### config.mk
export PLATFORM = sky130hd
export DESIGN_NAME = wb_int_ctrl
export DESIGN_NICKNAME = d
export VERILOG_FILES = /design/src/rtl/wb_int_ctrl.sv
export SDC_FILE = /design/constraint.sdc
export NUM_CORES = 1
export LEC_CHECK = 0
export CAP_MARGIN = 20
export CORE_MARGIN = 8
export CORE_UTILIZATION = 44
export DETAILED_ROUTE_END_ITERATION = 8
export HOLD_SLACK_MARGIN = 0.03
export PLACE_DENSITY = 0.85
export SKIP_LAST_GASP = 1
export SLEW_MARGIN = 20
export SYNTH_ARGS = -nofsm -noshare
export SYNTH_HDL_FRONTEND = slang
export SYNTH_SLANG_ARGS = --single-unit
### constraint.sdc
create_clock -name clk -period 3.7 [get_ports clk]
set_input_delay 0.74 -clock clk [delete_from_list [all_inputs] [get_ports clk]]
set_output_delay 0.74 -clock clk [all_outputs]
set_load 0.05 [all_outputs]
### src/rtl/wb_int_ctrl.sv
// Wishbone-slave interrupt controller: per-source synchroniser, level/edge mode,
// mask, pending latch, software force and atomic claim, with registered INT/CAUSE.
module wb_int_ctrl #(
  parameter int N_SRC       = 8,
  parameter int SYNC_STAGES = 2
) (
  input  logic             clk,
  input  logic             rst,
  input  logic             STB,
  input  logic             WE,
  input  logic [31:0]      ADDR,
  input  logic [31:0]      DAT_I,
  output logic [31:0]      DAT_O,
  output logic             ACK,
  input  logic [N_SRC-1:0] irq_src,
  output logic             INT,
  output logic [31:0]      CAUSE
);

  localparam logic [2:0] REG_PENDING = 3'd0;
  localparam logic [2:0] REG_MASK    = 3'd1;
  localparam logic [2:0] REG_MODE    = 3'd2;
  localparam logic [2:0] REG_STATUS  = 3'd3;
  localparam logic [2:0] REG_FORCE   = 3'd4;
  localparam logic [2:0] REG_CLAIM   = 3'd5;

  logic [N_SRC-1:0] sync_q [SYNC_STAGES];
  logic [N_SRC-1:0] sync_d [SYNC_STAGES];
  logic [N_SRC-1:0] s, s_d_q, s_d_d;
  logic [N_SRC-1:0] pending_q, pending_d, mask_q, mask_d, mode_q, mode_d;
  logic             ack_q, ack_d, int_q, int_d;
  logic [31:0]      dat_o_q, dat_o_d, cause_q, cause_d;

  logic             access, wr, rd, any;
  logic [2:0]       reg_sel;
  logic [4:0]       idx;
  logic [N_SRC-1:0] enabled, onehot, wdat, set_e, clr_e;
  logic [31:0]      status, rdata;

  assign s = sync_q[SYNC_STAGES-1];

  // NOTE: every signal gets a default at the top of the block so no path leaves it unassigned (no latches).
  always_comb begin
    access  = STB & ~ack_q;
    wr      = access & WE;
    rd      = access & ~WE;
    reg_sel = ADDR[4:2];
    wdat    = DAT_I[N_SRC-1:0];

    sync_d[0] = irq_src;
    for (int st = 1; st < SYNC_STAGES; st++) sync_d[st] = sync_q[st-1];
    s_d_d = s;

    // Descending scan so the lowest-index enabled source wins.
    enabled = pending_q & mask_q;
    any     = |enabled;
    idx     = '0;
    onehot  = '0;
    for (int i = N_SRC - 1; i >= 0; i--) begin
      if (enabled[i]) begin
        idx       = 5'(i);
        onehot    = '0;
        onehot[i] = 1'b1;
      end
    end
    status = {any, 26'b0, idx};

    // Edge-mode bits: any set event beats any clear event on the same edge.
    set_e = (s & ~s_d_q) | ((wr && reg_sel == REG_FORCE) ? wdat : '0);
    clr_e = ((wr && reg_sel == REG_PENDING) ? wdat : '0)
          | ((rd && reg_sel == REG_CLAIM && any) ? onehot : '0);
    pending_d = (mode_q & ((pending_q & ~clr_e) | set_e)) | (~mode_q & s);

    mask_d = (wr && reg_sel == REG_MASK) ? wdat : mask_q;
    mode_d = (wr && reg_sel == REG_MODE) ? wdat : mode_q;

    case (reg_sel)
      REG_PENDING: rdata = 32'(pending_q);
      REG_MASK:    rdata = 32'(mask_q);
      REG_MODE:    rdata = 32'(mode_q);
      REG_STATUS:  rdata = status;
      REG_CLAIM:   rdata = status;
      default:     rdata = '0;
    endcase

    ack_d   = access;
    dat_o_d = access ? rdata : dat_o_q;
    int_d   = any;
    cause_d = any ? 32'(idx) : '0;
  end

  // NOTE: sequential state uses non-blocking assignments only, so every flop samples pre-edge values.
  always_ff @(posedge clk or posedge rst) begin
    if (rst) begin
      // NOTE: the synchroniser array is a handful of flops, so it is reset like any other state.
      for (int st = 0; st < SYNC_STAGES; st++) sync_q[st] <= '0;
      s_d_q     <= '0;
      pending_q <= '0;
      mask_q    <= '0;
      mode_q    <= '0;
      ack_q     <= 1'b0;
      dat_o_q   <= '0;
      int_q     <= 1'b0;
      cause_q   <= '0;
    end else begin
      for (int st = 0; st < SYNC_STAGES; st++) sync_q[st] <= sync_d[st];
      s_d_q     <= s_d_d;
      pending_q <= pending_d;
      mask_q    <= mask_d;
      mode_q    <= mode_d;
      ack_q     <= ack_d;
      dat_o_q   <= dat_o_d;
      int_q     <= int_d;
      cause_q   <= cause_d;
    end
  end

  assign ACK   = ack_q;
  assign DAT_O = dat_o_q;
  assign INT   = int_q;
  assign CAUSE = cause_q;

endmodule

==> impl_results.md, run 1 <==
* Status: completed
* Fin. Hold Viols at 0
* Routed len/inst at between 15 and 20 µm
* Seq cells post-synth at between 60 and 70
* NetSw at between 0.7 and 0.8 mW
* Setup-failing EPs final at 0
* Critical Path Start: ADDR[3]
* Post-synthesis cell type count at 40
* FF-to-FF path depth at 4
* FF-to-FF End: pending_q[7]$_DFF_PP0_
* Post CTS Setup Buffer Count at 0
* Layout Skew at ~8.1 ps
* Dpl ws at about 900 ps
* Finished Core Util at 50.7%
* Clk pin slew, worst setup/hold paths at roughly 60 ps
* Worst Setup Start Kind: primary input
* Crit path max fanout at 13
* Worst VDD drop at about 0.33 mV
* Worst Hold Depth at 0
* Die H at between 90 and 100 µm
* Clk_lat worst skew at ~340 ps
* Number of max-cap violations at 0
* Hpwl dp at 4.42 mm
* Critical Path Sink: pending_q[2]$_DFF_PP0_
* Leak at about 1.6 nW
* Cell-internal power at roughly 1.2 mW
* Synthesized area at 0.00300 mm²
* Reg2reg setup slack at 1900 ps
* Area after DPL at between 0.003 and 0.004 mm²
* H-tree level count at 3
* Worst setup path class: primary input to register
* Core area at 0.00672 mm²
* Setup ws final at 1240 ps
* DRT Wirelength at about 6.0 mm
* Most common cell after layout, fill and taps aside: dfrtp_1
* Vias in the first global route at 2042
* Share of cells above drive strength 1 at ~14%
* Largest area contributor in the netlist: dfrtp_1
* Crit end category: register
* Seq pwr share at roughly 45%
* Total track usage at around an eighth
* Placed Cells at between 300 and 400
* Combinational Power Share at about 30%
* Worst-Margin Slew at ~960 ps
* Full die area at approximately 0.0097 mm²
* Cts hold-fix bufs at 0
* Nets at 374
* FILL cells at 590
* Top cell type's share of synthesized area at around half
* Via Count at between 1500 and 2000
* Global-route wire length before repair at between 9 and 10 mm
* Minimum clock period after layout at 2460 ps
* Drt via density at between 5 and 6
* Initial antenna violation count at 0
* Crit path DAT at 2680 ps
* Final Slew Violations at 0
* Max Fclk at a little over 400 MHz
* Post-synth EDFFs at 0
* Post_cts resized at 0
* Clock Tree Root: clkbuf_8
* Clk pwr share at between 20% and 30%
* Synth warnings at 0
* I/O Pins at ~140
* Most frequent cells in the layout: dfrtp_1, conb_1, clkdlybuf4s50_1
* # clock sinks at 62
* Post-route cell area at about 0.0034 mm²
* Async set or reset register ratio after synthesis at between 90% and 100%
* Die X at 98.6 µm
* Normalized max-slew margin at a little over a third
* Switching Share at between 30% and 40%
* Diodes inserted at 0
* CTS tree: yes
* Rows at 30
* Setup tns final at 0 ps
* Synth Flop Type: dfrtp_1
* Final worst-path cycle share at about two thirds
* DRT Pass-1 Iters at 4
* Worst EP required at 3920 ps
* Cell count after synthesis at approximately 260
* Post-route non-filler standard cell count at between 300 and 400
* R2r startpoint: ACK$_DFF_PP0_
* Pin count of the biggest net entering global routing at just under 50
* RSZ-0062 raised after global routing: false
* Hold_ws at approximately 350 ps
* Area Growth Syn to Fin at 13.5%
* DR DRC count at 0
* Initial Util at ~45%
* CTS Buf Count at 9
* Initial DRC count at 139
* Synth top area cells: dfrtp_1, buf_4, mux2_2
* Total power at 1.95 mW
* Pwr dens at between 500 and 600 mW/mm²
* GRT overflow at 0
* Final ANT Viol Nets at 0
* Hold Path Class: register to register
* GP Congestion at a little under 0.9
* Max clock buf depth at 2
* Seq/Total Area, Yosys at just over 50%
* Port bufs at 36
* Avg Synthesized Cell Area at ~12 µm²
-- Yosys cell counts (all sizes together), types with 4 or more instances --
master  count
buf        56
a41o        4
a22o        7
mux2       16
dfrtp      62
nand3       5
nand2      31
a21oi       4
a32o        5
nand4       6
o21ai      10
a22oi       5
mux2i       8
-- worst max-delay path, cell delays in order --
cell and delay (ps):
clkdlybuf4s50_1 690, nand2b_4 300, nor4_4 460, a21oi_1 160, a221o_1 320
-- how the worst min path moves through the flow --
stage                                    from              to  slack [ps]
final                     sync_d[5]$_DFF_PP0_  s[5]$_DFF_PP0_         350
after detailed placement  sync_d[7]$_DFF_PP0_  s[7]$_DFF_PP0_         330
after global placement    sync_d[6]$_DFF_PP0_  s[6]$_DFF_PP0_         330
after global routing      sync_d[7]$_DFF_PP0_  s[7]$_DFF_PP0_         350
after floorplan           sync_d[0]$_DFF_PP0_  s[0]$_DFF_PP0_         330
after CTS                 sync_d[7]$_DFF_PP0_  s[7]$_DFF_PP0_         350
-- area by class of cell --
cell class | instances | area [µm²] | area share (%)
Sequential cell | 62 | 1550 | 45.5
Multi-Input combinational cell | 184 | 1200 | 35.3
Timing Repair Buffer | 38 | 375 | 11.0
Clock buffer | 12 | 145 | 4.26
Tap cell | 80 | 100 | 2.94
Clock inverter | 4 | 22.5 | 0.661
Inverter | 3 | 11.3 | 0.330
-- power groups by stage --
stage	sequential (mW)	clock, mW	combinational, mW
3_3_place_gp	0.875	0	0.564
3_5_place_dp	0.884	0	0.578
4_1_cts	0.871	0.516	0.579
5_1_grt	0.889	0.553	0.615
2_1_floorplan	0.983	0	0.357
6_report	0.873	0.501	0.579
-- kinds of logic (layout without fill, tap and decap cells) --
| kind of cell | after synthesis | after routing | share of synthesized area, % |
|---|---|---|---|
| mux | 24 | 24 | 8.66 |
| simple gates | 59 | 59 | 12.0 |
| xor+xnor | 1 | 1 | 0.292 |
| compound gates | 48 | 48 | 12.6 |
| flops | 62 | 62 | 51.6 |
| other cells | 1 | 52 | 0.125 |
| buf+inv | 61 | 57 | 14.7 |
-- metal layers --
metal / vias up / track usage, % / share of wire (%)
li1: 903 / - / -
met1: 956 / 14.2 / 41
met2: 93 / 20.3 / 49
met3: 8 / 6.20 / 9.6
met4: 0 / 5.79 / 1.2
met5: - / 0 / 0
-- state kept, by name, summed over array words and instances, names as in the netlist, 3 cells and up --
| signal | count |
|---|---|
| DAT_O | 9 |
| mode_q | 8 |
| pending_q | 8 |
| s | 8 |
| mask_q | 8 |
| s_d_q | 8 |
| sync_d | 8 |
| CAUSE | 3 |
Power figures use the tool's default switching activity.
==> run 2, diff against run 1 <==
--- a/config.mk
+++ b/config.mk
@@ -7,10 +7,10 @@
 export LEC_CHECK = 0
 export CAP_MARGIN = 20
 export CORE_MARGIN = 8
-export CORE_UTILIZATION = 44
+export CORE_UTILIZATION = 41
 export DETAILED_ROUTE_END_ITERATION = 8
 export HOLD_SLACK_MARGIN = 0.03
-export PLACE_DENSITY = 0.85
+export PLACE_DENSITY = 0.8
 export SKIP_LAST_GASP = 1
 export SLEW_MARGIN = 20
 export SYNTH_ARGS = -nofsm -noshare
==> constraint.sdc (replaced) <==
create_clock -name clk -period 2.5 [get_ports clk]
set_input_delay 0.5 -clock clk [delete_from_list [all_inputs] [get_ports clk]]
set_output_delay 0.5 -clock clk [all_outputs]
set_load 0.05 [all_outputs]
==> impl_results.md, run 2 (same netlist as run 1, synthesis figures left out) <==
* Status: completed (unchanged)
* CTS Buf Count at 9 (unchanged)
* Crit end category: primary output (was register)
* Setup ws final at 493 ps (was 1240 ps)
* Hold_ws at 346 ps (was 348 ps)
* Via Count at 1924 (was 1960)
* Placed Cells at 390 (was 367)
* Share of cells above drive strength 1 at 15.3% (was 14.2%)
* Dpl ws at 219 ps (was 917 ps)
* Hpwl dp at 4.30 mm (was 4.42 mm)
* Final Slew Violations at 0 (unchanged)
* GRT overflow at 0 (unchanged)
* Number of max-cap violations at 0 (unchanged)
* DRT Pass-1 Iters at 4 (unchanged)
* Setup tns final at 0 ps (unchanged)
* Max clock buf depth at 2 (unchanged)
* Drt via density at 4.74 (was 5.12)
* GP Congestion at 0.873 (was 0.870)
* Crit path max fanout at 2 (was 13)
* CP top delay family: buffers and inverters (was simple AND/OR/NAND/NOR gates)
* Final ANT Viol Nets at 0 (unchanged)
* Combinational Power Share at 28.4% (was 29.7%)
* Post-route cell area at 0.00351 mm² (was 0.00341 mm²)
* Initial Util at 41.9% (was 44.7%)
* Core area at 0.00718 mm² (was 0.00672 mm²)
* Worst setup path class: register to primary output (was primary input to register)
* Port bufs at 36 (unchanged)
* Max reg flops at 9 (unchanged)
* Worst VDD drop at 0.333 mV (was 0.331 mV)
* Full die area at 0.0103 mm² (was 0.00973 mm²)
* Post-route non-filler standard cell count at 406 (was 383)
* H-tree level count at 3 (unchanged)
* Most common cell after layout, fill and taps aside: dfrtp_1 (unchanged)
* CP max stage cell: clkdlybuf4s50_1 (unchanged)
* Rows at 31 (was 30)
* Cts hold-fix bufs at 0 (unchanged)
* Initial DRC count at 92 (was 139)
* Switching Share at 35.0% (was 37.1%)
* RSZ-0062 raised after global routing: false (unchanged)
* CTS tree: yes (unchanged)
* Cell-internal power at 1.96 mW (was 1.23 mW)
* Pin count of the biggest net entering global routing at 63 (was 49)
* Area Growth Syn to Fin at 16.8% (was 13.5%)
* Diodes inserted at 0 (unchanged)
* DR DRC count at 0 (unchanged)
* NetSw at 1.05 mW (was 0.725 mW)
* Crit path DAT at 1510 ps (was 2680 ps)
* Layout Skew at 10.0 ps (was 8.11 ps)
* Clk_lat worst skew at 330 ps (was 340 ps)
* Multi-input gate area at 0.00120 mm² (unchanged)
* Storage cell area at 0.00155 mm² (unchanged)
* Fin. Hold Viols at 0 (unchanged)
* Nets at 378 (was 374)
* DRT Wirelength at 5.65 mm (was 5.97 mm)
* Area after DPL at 0.00331 mm² (was 0.00324 mm²)
* Max Fclk at 498 MHz
* Clk pin slew, worst setup/hold paths at 60 ps (about the same)
* Post CTS Setup Buffer Count at 0 (unchanged)
* Total track usage at 11.2% (was 12.8%)
* I/O Pins at 142 (unchanged)
* Minimum clock period after layout at between 2000 and 2500 ps
* Post_cts resized at 0 (unchanged)
* Global-route wire length before repair at 8.94 mm (was 9.72 mm)
* Leak at 1.59 nW (was 1.55 nW)
* Most frequent cells in the layout: dfrtp_1, conb_1, clkdlybuf4s50_1 (unchanged)
* Clock Tree Root: clkbuf_8 (unchanged)
* Initial antenna violation count at 0 (unchanged)
* Die H at 102 µm (was 98.6 µm)
* FILL cells at 654 (was 590)
* Hold Path Class: register to register (unchanged)
* Routed len/inst at 13.9 µm (was 15.6 µm)
* Seq pwr share at 42.8% (was 44.7%)
* Worst-Margin Slew at 556 ps (was 959 ps)
* # clock sinks at 62 (unchanged)
* CP cell instances: clkdlybuf4s50_1 (was clkdlybuf4s50_1 -> nand2b_4 -> nor4_4 -> a21oi_1 -> a221o_1)
* Worst EP required at 2000 ps (was 3920 ps)
* Worst Setup Start Kind: register (was primary input)
* Buf+Inv Stages, Crit Path at 1 (unchanged)
* Clk pwr share at 28.8% (was 25.7%)
* Normalized max-slew margin at 62.7% (was 36.0%)
* Vias in the first global route at 1921 (was 2042)
* Final worst-path cycle share at roughly 80%
* Setup-failing EPs final at 0 (unchanged)
* Die X at 102 µm (was 98.6 µm)
* Pwr dens at 858 mW/mm² (was 573 mW/mm²)
* Critical path's largest stage delay at 820 ps (was 690 ps)
-- run 2: final cells by class --
class                      instances  share of cell area [%]
clock buffer                      13                    4.53
sequential                        62                    44.2
inverter                           3                   0.321
timing repair buffer              42                    11.9
multi-input combinational        184                    34.3
clock inverter                     3                    1.21
tap                               99                    3.53
-- run 2: power by group through the flow --
stage | Sequential, mW | Clock [mW] | Combinational [mW]
after detailed placement | 1.31 | 0 | 0.857
after floorplan | 1.46 | 0 | 0.529
after global placement | 1.30 | 0 | 0.841
after CTS | 1.29 | 0.897 | 0.857
after global routing | 1.31 | 0.940 | 0.915
final | 1.29 | 0.866 | 0.856
-- run 2: stage by stage --
stage / total power [mW] / util (%)
after floorplan: 1.98 / -
after global placement: 2.14 / 46.1
after detailed placement: 2.16 / 46.1
after CTS: 3.04 / 48.9
after global routing: 3.16 / 48.9
final: 3.01 / 48.9
-- run 2: path summary, 6_finish.rpt --
check                                startpoint                     end  slack, ps  cells after the start
hold reg to reg             sync_d[0]$_DFF_PP0_          s[0]$_DFF_PP0_        350                      0
setup / recovery           DAT_O[1]$_DFFE_PP0N_                DAT_O[1]        490                      1
hold / removal              sync_d[0]$_DFF_PP0_          s[0]$_DFF_PP0_        350                      0
setup reg to reg                  ACK$_DFF_PP0_  pending_q[3]$_DFF_PP0_        770                      4
max in group asynchronous                   rst   mode_q[0]$_DFFE_PP0P_       1700                      3
min in group asynchronous                   rst     sync_d[2]$_DFF_PP0_        540                      3
-- run 2: routing by layer --
metal / vias to the layer above / wire length (µm) / global-route usage (%)
met5: - / 0 / 0
li1: 919 / - / -
met2: 85 / 2690 / 17.8
met4: 0 / 68 / 5.04
met3: 6 / 519 / 3.99
met1: 914 / 2380 / 13.2
==> run 3, diff against run 2 <==
==> constraint.sdc (replaced) <==
create_clock -name clk -period 1.99 [get_ports clk]
set_input_delay 0.398 -clock clk [delete_from_list [all_inputs] [get_ports clk]]
set_output_delay 0.398 -clock clk [all_outputs]
set_load 0.05 [all_outputs]
==> impl_results.md, run 3 (same netlist as run 1, synthesis figures left out) <==
* Status: completed (unchanged)
* DR DRC count at 0 (unchanged)
* Worst setup path class: register to primary output (unchanged)
* Normalized max-slew margin at 66.2% (was 62.7%)
* Post_cts resized at 0 (unchanged)
* I/O Pins at 142 (unchanged)
* Pin count of the biggest net entering global routing at 63 (unchanged)
* Initial antenna violation count at 0 (unchanged)
* CP top delay family: buffers and inverters (unchanged)
* Cts hold-fix bufs at 0 (unchanged)
* Pwr dens at 1040 mW/mm² (was 858 mW/mm²)
* Hpwl dp at 4.41 mm (was 4.30 mm)
* Minimum clock period after layout at around 1900 ps
* Routed len/inst at 13.9 µm (about the same)
* Initial Util at 41.9% (unchanged)
* Worst Hold Depth at 0 (unchanged)
* Port bufs at 36 (unchanged)
* Most common cell after layout, fill and taps aside: dfrtp_1 (unchanged)
* CTS Buf Count at 9 (unchanged)
* GP Congestion at 0.858 (was 0.873)
* Diodes inserted at 0 (unchanged)
* Critical Path Stages at 1 (unchanged)
* Finished Core Util at 50.6% (was 48.9%)
* FF-to-FF path depth at 5 (was 4)
* Leak at 1.67 nW (was 1.59 nW)
* Max Fclk at 520 MHz
* Final worst-path cycle share at about 97%
* Crit end category: primary output (unchanged)
* Total track usage at 11.7% (was 11.2%)
* Drt via density at 4.70 (was 4.74)
* Global-route wire length before repair at 9.22 mm (was 8.94 mm)
* Initial DRC count at 137 (was 92)
* Worst VDD drop at 0.454 mV (was 0.333 mV)
* Worst Setup Start Kind: register (unchanged)
* Nets at 391 (was 378)
* # clock sinks at 62 (unchanged)
* Die X at 102 µm (unchanged)
* Fin. Hold Viols at 0 (unchanged)
* Critical path's largest stage delay at 820 ps (about the same)
* H-tree level count at 3 (unchanged)
* Clk pin slew, worst setup/hold paths at 60 ps (about the same)
* Crit path max fanout at 2 (unchanged)
* CP max stage cell: clkdlybuf4s50_1 (unchanged)
* Final Slew Violations at 0 (unchanged)
* DRT Pass-1 Iters at 4 (unchanged)
* Post CTS Setup Buffer Count at 0 (unchanged)
* Hold_ws at 346 ps (about the same)
* Rows at 31 (unchanged)
* Setup ws final at 68.6 ps (was 493 ps)
* Via Count at 1963 (was 1924)
* Vias in the first global route at 1982 (was 1921)
* Buf+Inv Stages, Crit Path at 1 (unchanged)
* Core area at 0.00718 mm² (unchanged)
* Clock Tree Root: clkbuf_8 (unchanged)
* Full die area at 0.0103 mm² (unchanged)
* Clk_lat worst skew at 340 ps (was 330 ps)
* Dpl ws at -103 ps (was 219 ps)
* GRT overflow at 0 (unchanged)
* Share of cells above drive strength 1 at 19.1% (was 15.3%)
* Number of max-cap violations at 0 (unchanged)
* Max reg flops at 9 (unchanged)
* Layout Skew at 4.93 ps (was 10.0 ps)
* RSZ-0062 raised after global routing: false (unchanged)
* Hold Path Class: register to register (unchanged)
* Crit path DAT at 1520 ps (was 1510 ps)
* Max clock buf depth at 2 (unchanged)
* FILL cells at 647 (was 654)
* CTS tree: yes (unchanged)
* CP cell instances: clkdlybuf4s50_1 (unchanged)
* Final ANT Viol Nets at 0 (unchanged)
* DRT Wirelength at 5.82 mm (was 5.65 mm)
* Area Growth Syn to Fin at 20.9% (was 16.8%)
* Die H at 102 µm (unchanged)
* Most frequent cells in the layout: dfrtp_1, conb_1, clkdlybuf4s50_1 (unchanged)
* Worst-Margin Slew at 506 ps (was 556 ps)
* Worst EP required at 1590 ps (was 2000 ps)
* Setup-failing EPs final at 0 (unchanged)
run 3: layout make-up:
| type | count | area [µm²] | area share [%] |
|---|---|---|---|
| well taps | 99 | 124 | 3.41 |
| inverters | 3 | 11.3 | 0.310 |
| flip-flops and latches | 62 | 1550 | 42.7 |
| multi-input cells | 184 | 1200 | 33.1 |
| clock inverters | 5 | 50.0 | 1.38 |
| clock buffers | 10 | 138 | 3.79 |
| repair buffers | 55 | 553 | 15.2 |
run 3: power by group:
group	switching (mW)	total, mW	leakage [nW]	internal, mW
Sequential	0.168	1.62	0.752	1.45
Combinational	0.722	1.10	0.820	0.380
Clock	0.453	1.05	0.102	0.595
Total	1.34	3.77	1.67	2.43
run 3: stage by stage:
step | cell area (µm²) | TNS [ps] | total power, mW | cells
2_1_floorplan | 3200 | 0 | 2.49 | 307
3_3_place_gp | 3440 | -243 | 2.71 | 403
3_5_place_dp | 3440 | -376 | 2.74 | 403
4_1_cts | 3630 | 0 | 3.80 | 418
5_1_grt | 3630 | 0 | 3.96 | 418
6_report | 3630 | 0 | 3.77 | 418
run 3: worst paths after layout:
kind                                      start                     end  slack [ps]
max in group asynchronous                   rst     sync_d[2]$_DFF_PP0_        1310
min in group asynchronous                   rst     sync_d[6]$_DFF_PP0_         430
min                         sync_d[5]$_DFF_PP0_          s[5]$_DFF_PP0_         350
min reg2reg                 sync_d[5]$_DFF_PP0_          s[5]$_DFF_PP0_         350
max                        DAT_O[1]$_DFFE_PP0N_                DAT_O[1]          70
max reg2reg                       ACK$_DFF_PP0_  pending_q[6]$_DFF_PP0_         420
run 3: worst register-to-register path: stages (launching register included):
cell and delay, ps:
dfrtp_1 380, nand2b_4 180, nor4_4 390, buf_4 220, nand2_1 60, a41o_1 230
run 3: metal layers:
layer	GRT usage [%]	vias up	routed length, µm
met4	4.01	0	38
met3	5.70	5	604
met5	0	-	0
li1	-	939	-
met1	13.5	931	2380
met2	18.4	88	2800
